==> config.mk <==
export PLATFORM = sky130hd
export DESIGN_NAME = xy_seq_driver
export DESIGN_NICKNAME = d
export VERILOG_FILES = /design/src/rtl/xy_seq_driver.sv
export SDC_FILE = /design/constraint.sdc
export NUM_CORES = 1
export LEC_CHECK = 0
export CELL_PAD_IN_SITES_DETAIL_PLACEMENT = 2
export CELL_PAD_IN_SITES_GLOBAL_PLACEMENT = 2
export CORE_ASPECT_RATIO = 1.4
export CORE_MARGIN = 8
export CORE_UTILIZATION = 34
export CTS_CLUSTER_DIAMETER = 200
export DETAILED_ROUTE_END_ITERATION = 8
export GPL_TIMING_DRIVEN = 0
export PLACE_DENSITY_LB_ADDON = 0.08
export SYNTH_ARGS = -nofsm -noshare
export SYNTH_HDL_FRONTEND = slang
export SYNTH_SLANG_ARGS = --single-unit
==> constraint.sdc <==
create_clock -name clk -period 2.1 [get_ports clk]
set_input_delay 0.42 -clock clk [delete_from_list [all_inputs] [get_ports clk]]
set_output_delay 0.42 -clock clk [all_outputs]
set_load 0.02 [all_outputs]
==> src/rtl/xy_seq_driver.sv <==
// ---------------------------------------------------------------------------
// xy_seq_driver
//   Stimulus/response engine for the two-input, two-flop lab FSM. A start
//   pulse steps {x,y} through a fixed six-entry vector table. Each vector is
//   held for HOLD_CYCLES cycles and followed by one SAMPLE cycle. At the edge
//   that ends the SAMPLE cycle, the FSM response {A,B} is folded into an
//   8-bit rotate/XOR signature.
//
// Parameters
//   HOLD_CYCLES : cycles each vector is driven before it is sampled (1..255)
//   SIG_SEED    : signature value loaded by reset and by start
//
// Ports
//   clk        in   rising-edge clock
//   clear      in   asynchronous active-high reset
//   start      in   begin a run; only looked at in IDLE
//   A, B       in   FSM state bits (the response)
//   x, y       out  FSM inputs (registered)
//   busy       out  high while in DRIVE or SAMPLE
//   done       out  single-cycle pulse when a run completes
//   vec_idx    out  index of the vector being driven (0..5)
//   signature  out  accumulated response signature
// ---------------------------------------------------------------------------
module xy_seq_driver #(
  parameter int unsigned HOLD_CYCLES = 2,
  parameter logic [7:0]  SIG_SEED    = 8'h00
) (
  input  logic       clk,
  input  logic       clear,
  input  logic       start,
  input  logic       A,
  input  logic       B,
  output logic       x,
  output logic       y,
  output logic       busy,
  output logic       done,
  output logic [2:0] vec_idx,
  output logic [7:0] signature
);

  typedef enum logic [1:0] {
    S_IDLE   = 2'd0,
    S_DRIVE  = 2'd1,
    S_SAMPLE = 2'd2,
    S_DONE   = 2'd3
  } state_t;

  localparam logic [7:0] HOLD_LAST = 8'(HOLD_CYCLES - 1);
  localparam logic [2:0] LAST_VEC  = 3'd5;

  // Fixed stimulus table, returned as {x,y}.
  function automatic logic [1:0] vec_xy(input logic [2:0] idx);
    logic [1:0] v;
    case (idx)
      3'd0:    v = 2'b00;
      3'd1:    v = 2'b01;
      3'd2:    v = 2'b10;
      3'd3:    v = 2'b11;
      3'd4:    v = 2'b10;
      3'd5:    v = 2'b01;
      default: v = 2'b00;
    endcase
    return v;
  endfunction

  state_t     state_q, state_d;
  logic [7:0] cnt_q, cnt_d;
  logic [2:0] idx_q, idx_d;
  logic [1:0] xy_q, xy_d;
  logic [7:0] sig_q, sig_d;
  logic       busy_q, busy_d;
  logic       done_q, done_d;

  always_comb begin
    state_d = state_q;
    cnt_d   = cnt_q;
    idx_d   = idx_q;
    xy_d    = xy_q;
    sig_d   = sig_q;

    case (state_q)
      S_IDLE: begin
        xy_d = 2'b00;
        if (start) begin
          state_d = S_DRIVE;
          cnt_d   = 8'd0;
          idx_d   = 3'd0;
          sig_d   = SIG_SEED;
          xy_d    = vec_xy(3'd0);
        end
      end
      S_DRIVE: begin
        xy_d = vec_xy(idx_q);
        if (cnt_q == HOLD_LAST) begin
          state_d = S_SAMPLE;
          cnt_d   = 8'd0;
        end else begin
          cnt_d = cnt_q + 8'd1;
        end
      end
      S_SAMPLE: begin
        // Rotate left by one, then fold in the response on the low two bits.
        sig_d = {sig_q[6:0], sig_q[7]} ^ {6'b0, A, B};
        if (idx_q == LAST_VEC) begin
          state_d = S_DONE;
          xy_d    = 2'b00;
        end else begin
          state_d = S_DRIVE;
          idx_d   = idx_q + 3'd1;
          xy_d    = vec_xy(idx_q + 3'd1);
        end
      end
      S_DONE: begin
        // Signature and vec_idx stay frozen until the next start.
        state_d = S_IDLE;
        xy_d    = 2'b00;
      end
      default: begin
        state_d = S_IDLE;
        xy_d    = 2'b00;
      end
    endcase

    // Status flags are registered versions of the state being entered,
    // so they change on the same edge as the state.
    busy_d = (state_d == S_DRIVE) || (state_d == S_SAMPLE);
    done_d = (state_d == S_DONE);
  end

  always_ff @(posedge clk or posedge clear) begin
    if (clear) begin
      state_q <= S_IDLE;
      cnt_q   <= 8'd0;
      idx_q   <= 3'd0;
      xy_q    <= 2'b00;
      sig_q   <= SIG_SEED;
      busy_q  <= 1'b0;
      done_q  <= 1'b0;
    end else begin
      state_q <= state_d;
      cnt_q   <= cnt_d;
      idx_q   <= idx_d;
      xy_q    <= xy_d;
      sig_q   <= sig_d;
      busy_q  <= busy_d;
      done_q  <= done_d;
    end
  end

  assign x         = xy_q[1];
  assign y         = xy_q[0];
  assign busy      = busy_q;
  assign done      = done_q;
  assign vec_idx   = idx_q;
  assign signature = sig_q;

endmodule
==> implementation parameters, run 1 <==
Parameter                              Value

Timing
  Worst hold-check slack    0.533 ns
  Crit path setup slack, layout    0.269 ns
  Max Freq    546 MHz
  Setup-violating endpoint count in the final report    0
  Number of pins with negative max-slew slack in the final report    0
  Minimum clock period after layout    1.83 ns
  Final Hold Vio Count    0
  Slew at the pin with the worst max-slew slack    0.976 ns
  Unrepaired setup endpoints after global routing    false
  Slew headroom    0.348
  Final period util    0.872
  Worst Clk Skew    0.00285 ns
  Aggregate negative setup slack    0 ns

Critical path
  Crit Reg-Reg Endpoint    busy$_DFF_PP0_
  Endpoint kind of the worst setup timing path    output pin
  Worst-path cell chain    clkdlybuf4s50_1
  Cell depth of the worst flop-to-flop path    6
  Setup crit start kind    flop
  Data arrival at the endpoint of the critical path    1.41 ns
  Library cell contributing the largest single delay on the critical path    clkdlybuf4s50_1
  Crit-path leading delay family    buffers and inverters
  Crit path largest cell delay    0.66 ns
  Worst R2R Setup Slack    0.46 ns
  Critical path class    reg -> out
  Worst path required time    1.68 ns
  Reg-to-Reg Start    cnt_q[1]$_DFFE_PP0P_
  WP buf/inv    1
  Crit path max fanout    7

Clock network
  Insertion delay of the later-clocked pin in the worst-skew pair    0.27 ns
  Post-CTS resize count    0
  Num CTS Buffers    3
  Clock tree buffer depth    2
  CTS Root Buffer Type    clkbuf_8
  Clock tree from TritonCTS    yes
  Sinks on the clock net    25
  Hold-fix buffers at CTS    0
  Number of buffers added for setup after CTS    0
  Clock-pin slew of the registers on the worst-case setup and hold paths    0.09 ns
  Max H-tree Level    1

Drt
  Vias/cell    5.41
  Total Routed Length    3.22 mm
  DR vias    1000
  Wire length per cell after detailed routing    17.4 µm
  Post-detailed-route count of antenna-violating nets    0
  Number of search-and-repair iterations in the first detailed-routing pass    4
  1st-iter DRT viols    23
  Residual DRC count    0

Place
  Gp weighted congestion    0.712
  HPWL after DPL    2.49 mm
  Worst Setup Slack post-DPL    0.172 ns
  Total of buffers placed on input and output ports    19

Logic synthesis
  Syn Nets    136
  Count of cell types in the netlist    32
  Number of flip-flops and latches in the synthesized netlist    25
  Portion of the post-synthesis area used by sequential elements    0.485
  Post-synth ARST share    1.00
  Number of flops mapped to enable cells by yosys    0
  Mapped cell area    1290 µm²
  Leading register cell type out of synthesis    dfrtp_1
  Gate count after technology mapping    120
  Mean cell area of the mapped netlist    10.7 µm²
  Yosys warns    0

Die
  Number of core rows    26
  Die Span Y    88.8 µm
  I/O pin count    20
  Die ar.    6040 µm²
  Placeable core area    3640 µm²
  Horizontal die dimension    68.0 µm
  Starting density of the core    0.354

Cells and area
  Diodes inserted    0
  Fraction of layout cells with a size suffix above 1    0.0839
  Nets    160
  Synth-to-layout area growth    22.6%

Worst hold path
  HP Class    reg -> reg
  Sink of the worst hold path    signature[3]$_DFFE_PP0P_
  Hold Startpoint    signature[3]$_DFFE_PP0P_
  Cell depth of the worst min-delay path    1

Power and ir drop
  Largest vdd supply drop    614 µV
  Static leakage power    0.695 nW
  Post-layout total power    1.90 mW
  Cell area power density    1200 nW/µm²

Global routing
  GRT Residual Overflow    0
  Largest net degree at the start of global routing    26
  GRT Total Usage    0.117
  First-pass GRT wire length    5.49 mm
  Initial antenna violation count    0
  Number of global-route vias before repair    1120

Job
  Max-cap violations    0

Run status
  Outcome    finished clean
## layout make-up
class | instances | area (µm²)
buffer | 4 | 18.8
clock buffer | 3 | 41.3
clock inverter | 1 | 7.51
fill | 409 | 2060
inverter | 5 | 18.8
multi-input combinational | 86 | 626
sequential | 25 | 626
tap | 42 | 52.6
timing repair buffer | 19 | 190
## layer usage
layer  wire length (µm)  track usage  share of wire
met3                 70       0.0190          0.022
met4                 21       0.0393         0.0065
met5                  0            0              0
met1               1290        0.132           0.40
met2               1840        0.212           0.57
## logic make-up (layout without fill, tap and decap cells)
logic type,count (synthesis),in the layout,share of synthesized area
flops,25,25,0.485
mux,1,1,0.00777
buf+inv,9,32,0.0291
xor+xnor,3,3,0.0204
compound gates,41,41,0.218
simple gates,30,30,0.132
fa+ha+maj,11,11,0.107
## cell usage in the layout, fill, tap and decap left out, drive strengths merged
cell           Yosys  routed
dfrtp             25      25
clkdlybuf4s50      0      19
nand2             13      13
a22o              11      11
ha                11      11
o21ai             10      10
a21oi              7       7
inv                5       5
a31oi              4       4
nand3              4       4
nor2               4       4
clkbuf             1       4
buf                3       3
nand2b             3       3
o21bai             2       2
nor2b              2       2
xor2               2       2
nor3               2       2
a21o               2       2
nor4b              1       1
o22ai              1       1
a41oi              1       1
and4               1       1
o22a               1       1
mux2i              1       1
a211oi             1       1
o32ai              1       1
xnor2              1       1
clkinvlp           0       1
## worst max path at each step
stage                      startpoint                end  slack, ns  cells after the start
2_1_floorplan  vec_idx[2]$_DFFE_PP0P_  xy_q[0]$_DFF_PP0_       0.63                      6
3_3_place_gp                    start     busy$_DFF_PP0_       0.20                      5
6_report       vec_idx[1]$_DFFE_PP0P_         vec_idx[1]       0.27                      1
3_5_place_dp                    start     busy$_DFF_PP0_       0.17                      5
5_1_grt        vec_idx[0]$_DFFE_PP0P_         vec_idx[0]       0.19                      1
4_1_cts        vec_idx[0]$_DFFE_PP0P_         vec_idx[0]       0.23                      1
## stage by stage
step | cells | utilization | instance area, µm²
final | 185 | 0.434 | 1580
after global routing | 185 | 0.434 | 1580
after CTS | 185 | 0.434 | 1580
after detailed placement | 181 | 0.420 | 1530
after global placement | 181 | 0.420 | 1530
after floorplan | 120 | - | 1290
## where the power goes
| part | switching (mW) | internal, mW | leakage (nW) | total, mW |
|---|---|---|---|---|
| clock network | 0.163 | 0.134 | 0.0217 | 0.298 |
| registers | 0.159 | 0.610 | 0.336 | 0.769 |
| logic | 0.488 | 0.347 | 0.337 | 0.835 |
| total | 0.811 | 1.09 | 0.695 | 1.90 |
## cells in the mapped netlist, types with 2 or more instances
master,number,area share
a21oi_1,6,0.023
inv_1,5,0.015
xor2_1,2,0.014
a31oi_1,4,0.019
o21ai_0,5,0.019
buf_2,3,0.012
o21bai_1,2,0.012
nand2_1,13,0.038
nand3_1,4,0.016
nor2_1,3,0.0087
ha_1,11,0.11
nand2b_1,3,0.015
dfrtp_1,25,0.49
o21ai_1,5,0.019
nor2b_1,2,0.0097
a22o_1,11,0.075
## state kept, by name (all words and copies together) (netlist names)
register,flops
cnt_q,8
state_q,2
xy_q,2
vec_idx,3
done,1
busy,1
signature,8
No activity file was read; power rests on OpenSTA's default activity.
==> run 2, diff against run 1 <==
--- a/config.mk
+++ b/config.mk
@@ -13,7 +13,7 @@
 export CTS_CLUSTER_DIAMETER = 200
 export DETAILED_ROUTE_END_ITERATION = 8
 export GPL_TIMING_DRIVEN = 0
-export PLACE_DENSITY_LB_ADDON = 0.08
+export PLACE_DENSITY = 0.78
 export SYNTH_ARGS = -nofsm -noshare
 export SYNTH_HDL_FRONTEND = slang
 export SYNTH_SLANG_ARGS = --single-unit
==> run 2 against run 1 <==
Against the previous run: first-iteration DRC count down 74%; die area unchanged; combinational power about the same; critical endpoint is now vec_idx[0]; cell area unchanged.
==> implementation parameters, run 2 (synthesized netlist as in run 1, its figures left out) <==
Parameter                              Value

Critical path
  Crit-path leading delay family    buffers and inverters
  Worst-path cell chain    clkdlybuf4s50_1
  Library cell contributing the largest single delay on the critical path    clkdlybuf4s50_1
  WP buf/inv    1
  Critical path class    reg -> out
  Worst R2R Setup Slack    0.46 ns
  Data arrival at the endpoint of the critical path    1.45 ns
  Endpoint kind of the worst setup timing path    output pin
  Setup crit start kind    flop
  Worst path required time    1.68 ns
  Crit path largest cell delay    0.67 ns
  Crit path max fanout    7

Global routing
  GRT Residual Overflow    0
  Number of global-route vias before repair    1136
  Initial antenna violation count    0
  First-pass GRT wire length    5.79 mm
  GRT Total Usage    0.127
  Largest net degree at the start of global routing    26

Cells and area
  Filler-free cell count of the finished design    185
  Count of fill cells added during filler insertion    399
  Nets    160
  Diodes inserted    0
  Multi-input gate area in the final layout    626 µm²
  Fraction of layout cells with a size suffix above 1    0.0839
  Synth-to-layout area growth    22.6%
  Most frequent cells in the layout    25 x dfrtp_1, 19 x clkdlybuf4s50_1, 13 x nand2_1, 11 x a22o_1, 11 x ha_1
  Area used by sequential logic in the layout    626 µm²
  Most common cell after layout, fill and taps aside    dfrtp_1

Timing
  Final period util    0.892
  Number of pins with negative max-slew slack in the final report    0
  Worst hold-check slack    0.554 ns
  Setup-violating endpoint count in the final report    0
  Slew headroom    0.361
  Worst Clk Skew    0.00388 ns
  Final Hold Vio Count    0
  Slew at the pin with the worst max-slew slack    0.957 ns
  Minimum clock period after layout    1.87 ns
  Unrepaired setup endpoints after global routing    false
  Max Freq    534 MHz
  Aggregate negative setup slack    0 ns

Drt
  Residual DRC count    0
  Number of search-and-repair iterations in the first detailed-routing pass    3
  DR vias    994
  1st-iter DRT viols    6
  Total Routed Length    3.45 mm
  Vias/cell    5.37
  Post-detailed-route count of antenna-violating nets    0
  Wire length per cell after detailed routing    18.7 µm

Clock network
  Number of buffers added for setup after CTS    0
  CTS Root Buffer Type    clkbuf_8
  Insertion delay of the later-clocked pin in the worst-skew pair    0.28 ns
  Sinks on the clock net    25
  Hold-fix buffers at CTS    0
  Clock tree from TritonCTS    yes
  Post-CTS resize count    0
  Max H-tree Level    1
  Num CTS Buffers    3
  Clock tree buffer depth    2
  Clock-pin slew of the registers on the worst-case setup and hold paths    0.09 ns

Place
  HPWL after DPL    2.72 mm
  Total of buffers placed on input and output ports    19
  Placed cells    181
  Gp weighted congestion    0.726

Die
  Number of core rows    26
  Horizontal die dimension    68.0 µm
  Die Span Y    88.8 µm
  Die ar.    6040 µm²
  Starting density of the core    0.354
  Placeable core area    3640 µm²
  I/O pin count    20

Power and ir drop
  Cell area power density    1210 nW/µm²
  Largest vdd supply drop    651 µV
  Static leakage power    0.695 nW

Worst hold path
  HP Class    reg -> reg

Run status
  Outcome    finished clean

Job
  Max-cap violations    0
-- run 2: cell counts in the layout (fill, tap and decap cells not counted) --
Identical to the previous run, type by type.
-- run 2: routing by layer --
metal  wire length, µm  global-route usage  vias to the layer above  share of wire
met1              1380               0.137                      503           0.40
met5                 0                   0                        -              0
met3                77              0.0190                        5          0.022
met4                69              0.0617                        0          0.020
li1                  -                   -                      477              -
met2              1920               0.231                        9           0.56
-- run 2: per-stage QoR --
step / power, mW / area (µm²) / utilization / worst slack [ns]
3_5_place_dp: 1.64 / 1530 / 0.420 / 0.128
6_report: 1.91 / 1580 / 0.434 / 0.227
4_1_cts: 1.95 / 1580 / 0.434 / 0.200
5_1_grt: 2.06 / 1580 / 0.434 / 0.174
2_1_floorplan: 1.32 / 1290 / - / 0.628
3_3_place_gp: 1.57 / 1530 / 0.420 / 0.221
-- run 2: report_power, final --
part | switching (mW) | total (mW) | internal, mW
sequential | 0.159 | 0.769 | 0.610
clock | 0.169 | 0.304 | 0.135
combinational | 0.488 | 0.832 | 0.344
-- run 2: layout make-up --
type / count / share of cell area
plain buffers: 4 / 0.0119
clock buffers: 3 / 0.0261
clock inverters: 1 / 0.00475
inverters: 5 / 0.0119
multi-input cells: 86 / 0.396
flip-flops and latches: 25 / 0.396
well taps: 42 / 0.0333
repair buffers: 19 / 0.120
-- run 2: worst paths after layout --
kind                                            end  cells past startpoint                      from
hold reg to reg            signature[4]$_DFFE_PP0P_                      1  signature[4]$_DFFE_PP0P_
min in group asynchronous      cnt_q[5]$_DFFE_PP0P_                      2                     clear
max in group asynchronous    vec_idx[0]$_DFFE_PP0P_                      2                     clear
setup / recovery                         vec_idx[0]                      1    vec_idx[0]$_DFFE_PP0P_
hold / removal             signature[4]$_DFFE_PP0P_                      1  signature[4]$_DFFE_PP0P_
setup reg to reg                     busy$_DFF_PP0_                      6      cnt_q[1]$_DFFE_PP0P_
==> run 3, diff against run 2 <==
--- a/config.mk
+++ b/config.mk
@@ -14,6 +14,7 @@
 export DETAILED_ROUTE_END_ITERATION = 8
 export GPL_TIMING_DRIVEN = 0
 export PLACE_DENSITY = 0.78
+export SETUP_SLACK_MARGIN = 0.1
 export SYNTH_ARGS = -nofsm -noshare
 export SYNTH_HDL_FRONTEND = slang
 export SYNTH_SLANG_ARGS = --single-unit
==> results of run 3 <==
No change in the layout: final DEF, timing and power equal those of run 2.
==> edit 1, RTL diff (settings of run 3) <==
Register the inputs `start`, `A` and `B` before use, without a reset. The logic sees them one clock later. Comments in the files are not updated.
--- a/src/rtl/xy_seq_driver.sv
+++ b/src/rtl/xy_seq_driver.sv
@@ -49,4 +49,14 @@
   localparam logic [2:0] LAST_VEC  = 3'd5;
 
+  logic start_q;
+  logic A_q;
+  logic B_q;
+
+  always_ff @(posedge clk) begin
+    start_q <= start;
+    A_q     <= A;
+    B_q     <= B;
+  end
+
   // Fixed stimulus table, returned as {x,y}.
   function automatic logic [1:0] vec_xy(input logic [2:0] idx);
@@ -82,5 +92,5 @@
       S_IDLE: begin
         xy_d = 2'b00;
-        if (start) begin
+        if (start_q) begin
           state_d = S_DRIVE;
           cnt_d   = 8'd0;
@@ -101,5 +111,5 @@
       S_SAMPLE: begin
         // Rotate left by one, then fold in the response on the low two bits.
-        sig_d = {sig_q[6:0], sig_q[7]} ^ {6'b0, A, B};
+        sig_d = {sig_q[6:0], sig_q[7]} ^ {6'b0, A_q, B_q};
         if (idx_q == LAST_VEC) begin
           state_d = S_DONE;
Check against the original RTL: not equivalent (Yosys sat finds a counterexample within 4 cycles, from zero or initial values).
==> edit 1 against run 3 <==
Count of clock-buffer cells in the layout unchanged; critical path type unchanged; critical endpoint unchanged; sequential cell count up 3; synthesized area up 5.6%; wire length up 4.0%; final area up 6.1%; highest routed layer unchanged; worst setup slack better by 0.024 ns; total power up 8.1%.
==> edit 1: results (changes against run 3) <==
{| class="wikitable"
! Metric !! Value
|-
| Area growth from synthesis to layout || 23.2% (was 22.6%)
|-
| CTS clock-pin slew for the worst setup and hold paths || about 0.10 ns
|-
| Area post-placement || 1610 um2 (was 1530 um2)
|-
| Largest cells by area after synthesis || sky130_fd_sc_hd__dfrtp_1 (46%), sky130_fd_sc_hd__ha_1 (10%), sky130_fd_sc_hd__a22o_1 (7.7%) (was sky130_fd_sc_hd__dfrtp_1 (49%), sky130_fd_sc_hd__ha_1 (11%), sky130_fd_sc_hd__a22o_1 (7.5%))
|-
| Proportion of synthesized chip area in sequential cells || 50.4% (was 48.5%)
|-
| Top post-synthesis cells by count || sky130_fd_sc_hd__dfrtp_1 (25), sky130_fd_sc_hd__a22o_1 (12), sky130_fd_sc_hd__ha_1 (11), sky130_fd_sc_hd__nand2_1 (9) (was sky130_fd_sc_hd__dfrtp_1 (25), sky130_fd_sc_hd__nand2_1 (13), sky130_fd_sc_hd__a22o_1 (11), sky130_fd_sc_hd__ha_1 (11), sky130_fd_sc_hd__a21oi_1 (6))
|-
| Post-route insts no fill || 184 (was 185)
|-
| Count of buffers added by post-CTS timing repair for setup || 0 (unchanged)
|-
| Share of post-route cells with drive strength above 1 || 9.93% (was 8.39%)
|-
| Largest voltage drop on the vdd net || 514 uV (was 651 uV)
|-
| Final Routed Wirelength || 3.59 mm (was 3.45 mm)
|-
| Iteration-0 DRC Markers || 43 (was 6)
|-
| Run status || complete, no violations (unchanged)
|-
| Total Nets Final || 158 (was 160)
|-
| FILL cells || 414 (was 399)
|-
| Number of distinct standard cells referenced by the synthesized netlist || 37 (was 32)
|-
| Vias post-DR || 1002 (was 994)
|-
| Pre-CTS WS || 0.398 ns (was 0.128 ns)
|-
| Global-route usage over all layers || 12.3% (was 12.7%)
|-
| Clock root buffer || sky130_fd_sc_hd__clkbuf_8 (unchanged)
|-
| Sw Share || 38.2% (was 42.8%)
|-
| Router iterations before antenna repair || 4 (was 3)
|-
| Post-Syn Nets || 134 (was 136)
|-
| Sum of net half-perimeters after detailed placement || 2.78 mm (was 2.72 mm)
|-
| Max transition margin || 34.3% (was 36.1%)
|-
| Global-route wire length before repair || 6.35 mm (was 5.79 mm)
|-
| Synth Area per Inst || 11.5 um2 (was 10.7 um2)
|-
| Worst clock skew || 0.00203 ns (was 0.00388 ns)
|-
| Lkg Pwr || 0.760 nW (was 0.695 nW)
|-
| CP Data Arrival Time || 1.43 ns (was 1.45 ns)
|-
| Number of global-route vias before repair || 1154 (was 1136)
|-
| Weighted congestion at the end of routability-driven global placement || 0.699 (was 0.726)
|}
[edit 1: cell count changes in the layout (fill, tap and decap cells not counted), sizes merged, moves of 2 or more]
cell	before	now
dfxtp	0	3
o21ai	10	8
nand2	13	9
and3	0	2
mux2i	1	3
a21oi	7	5
[edit 1: worst reg2reg max path, cell delays in order, from the launching register on]
cell and delay, ns:
sky130_fd_sc_hd__dfrtp_1 0.42, sky130_fd_sc_hd__inv_1 0.09, sky130_fd_sc_hd__ha_1 0.17, sky130_fd_sc_hd__nor4b_4 0.29, sky130_fd_sc_hd__a21o_4 0.23, sky130_fd_sc_hd__nand2_1 0.09
sky130_fd_sc_hd__ha_1 0.30
[edit 1: power by group through the flow]
stage,clock (mW),sequential [mW],combinational (mW)
final,0.428,0.754,0.877
after global routing,0.457,0.776,0.991
after CTS,0.440,0.760,0.900
after detailed placement,0,0.770,0.885
after global placement,0,0.755,0.810
after floorplan,0,0.807,0.511
[edit 1: layout make-up]
class                   count  area share (%)
plain buffers               4            1.27
flip-flops and latches     28            40.9
clock inverters             1            1.79
inverters                   5            1.12
clock buffers               3            2.46
well taps                  43            3.21
repair buffers             19            11.3
multi-input cells          81            37.9
[edit 1: routing by layer]
layer  GRT usage [%]  up-vias  wire (um)
li1                -      475          -
met1            12.6      512       1330
met5               0        -          0
met3            2.20        4         95
met4            3.60        0         35
met2            24.1       11       2130
[edit 1: kinds of logic (layout without fill, tap and decap cells)]
kind of cell / Yosys count / count (layout) / synth area share [%]
fa+ha+maj: 11 / 11 / 10.1
flops: 28 / 28 / 50.4
buf+inv: 9 / 32 / 2.94
mux: 3 / 3 / 2.21
compound gates: 39 / 39 / 21.3
simple gates: 26 / 26 / 11.8
xor+xnor: 2 / 2 / 1.29
[edit 1: worst paths after layout]
path / endpoint / slack [ns] / cells past startpoint / from
worst min-delay path: cnt_q[7] / 0.52 / 1 / cnt_q[7]
worst max register to register: busy / 0.41 / 6 / cnt_q[1]
worst max-delay path: vec_idx[0] / 0.25 / 1 / vec_idx[0]
worst min register to register: cnt_q[7] / 0.52 / 1 / cnt_q[7]
max in group asynchronous: cnt_q[3] / 0.82 / 2 / clear
min in group asynchronous: signature[7] / 0.68 / 2 / clear
[edit 1: per-stage QoR]
step | utilization (%) | hold slack, ns
2_1_floorplan | - | 0.447
3_5_place_dp | 41.3 | 0.516
5_1_grt | 43.2 | 0.539
4_1_cts | 43.2 | 0.530
6_report | 43.2 | 0.524
3_3_place_gp | 41.3 | 0.509
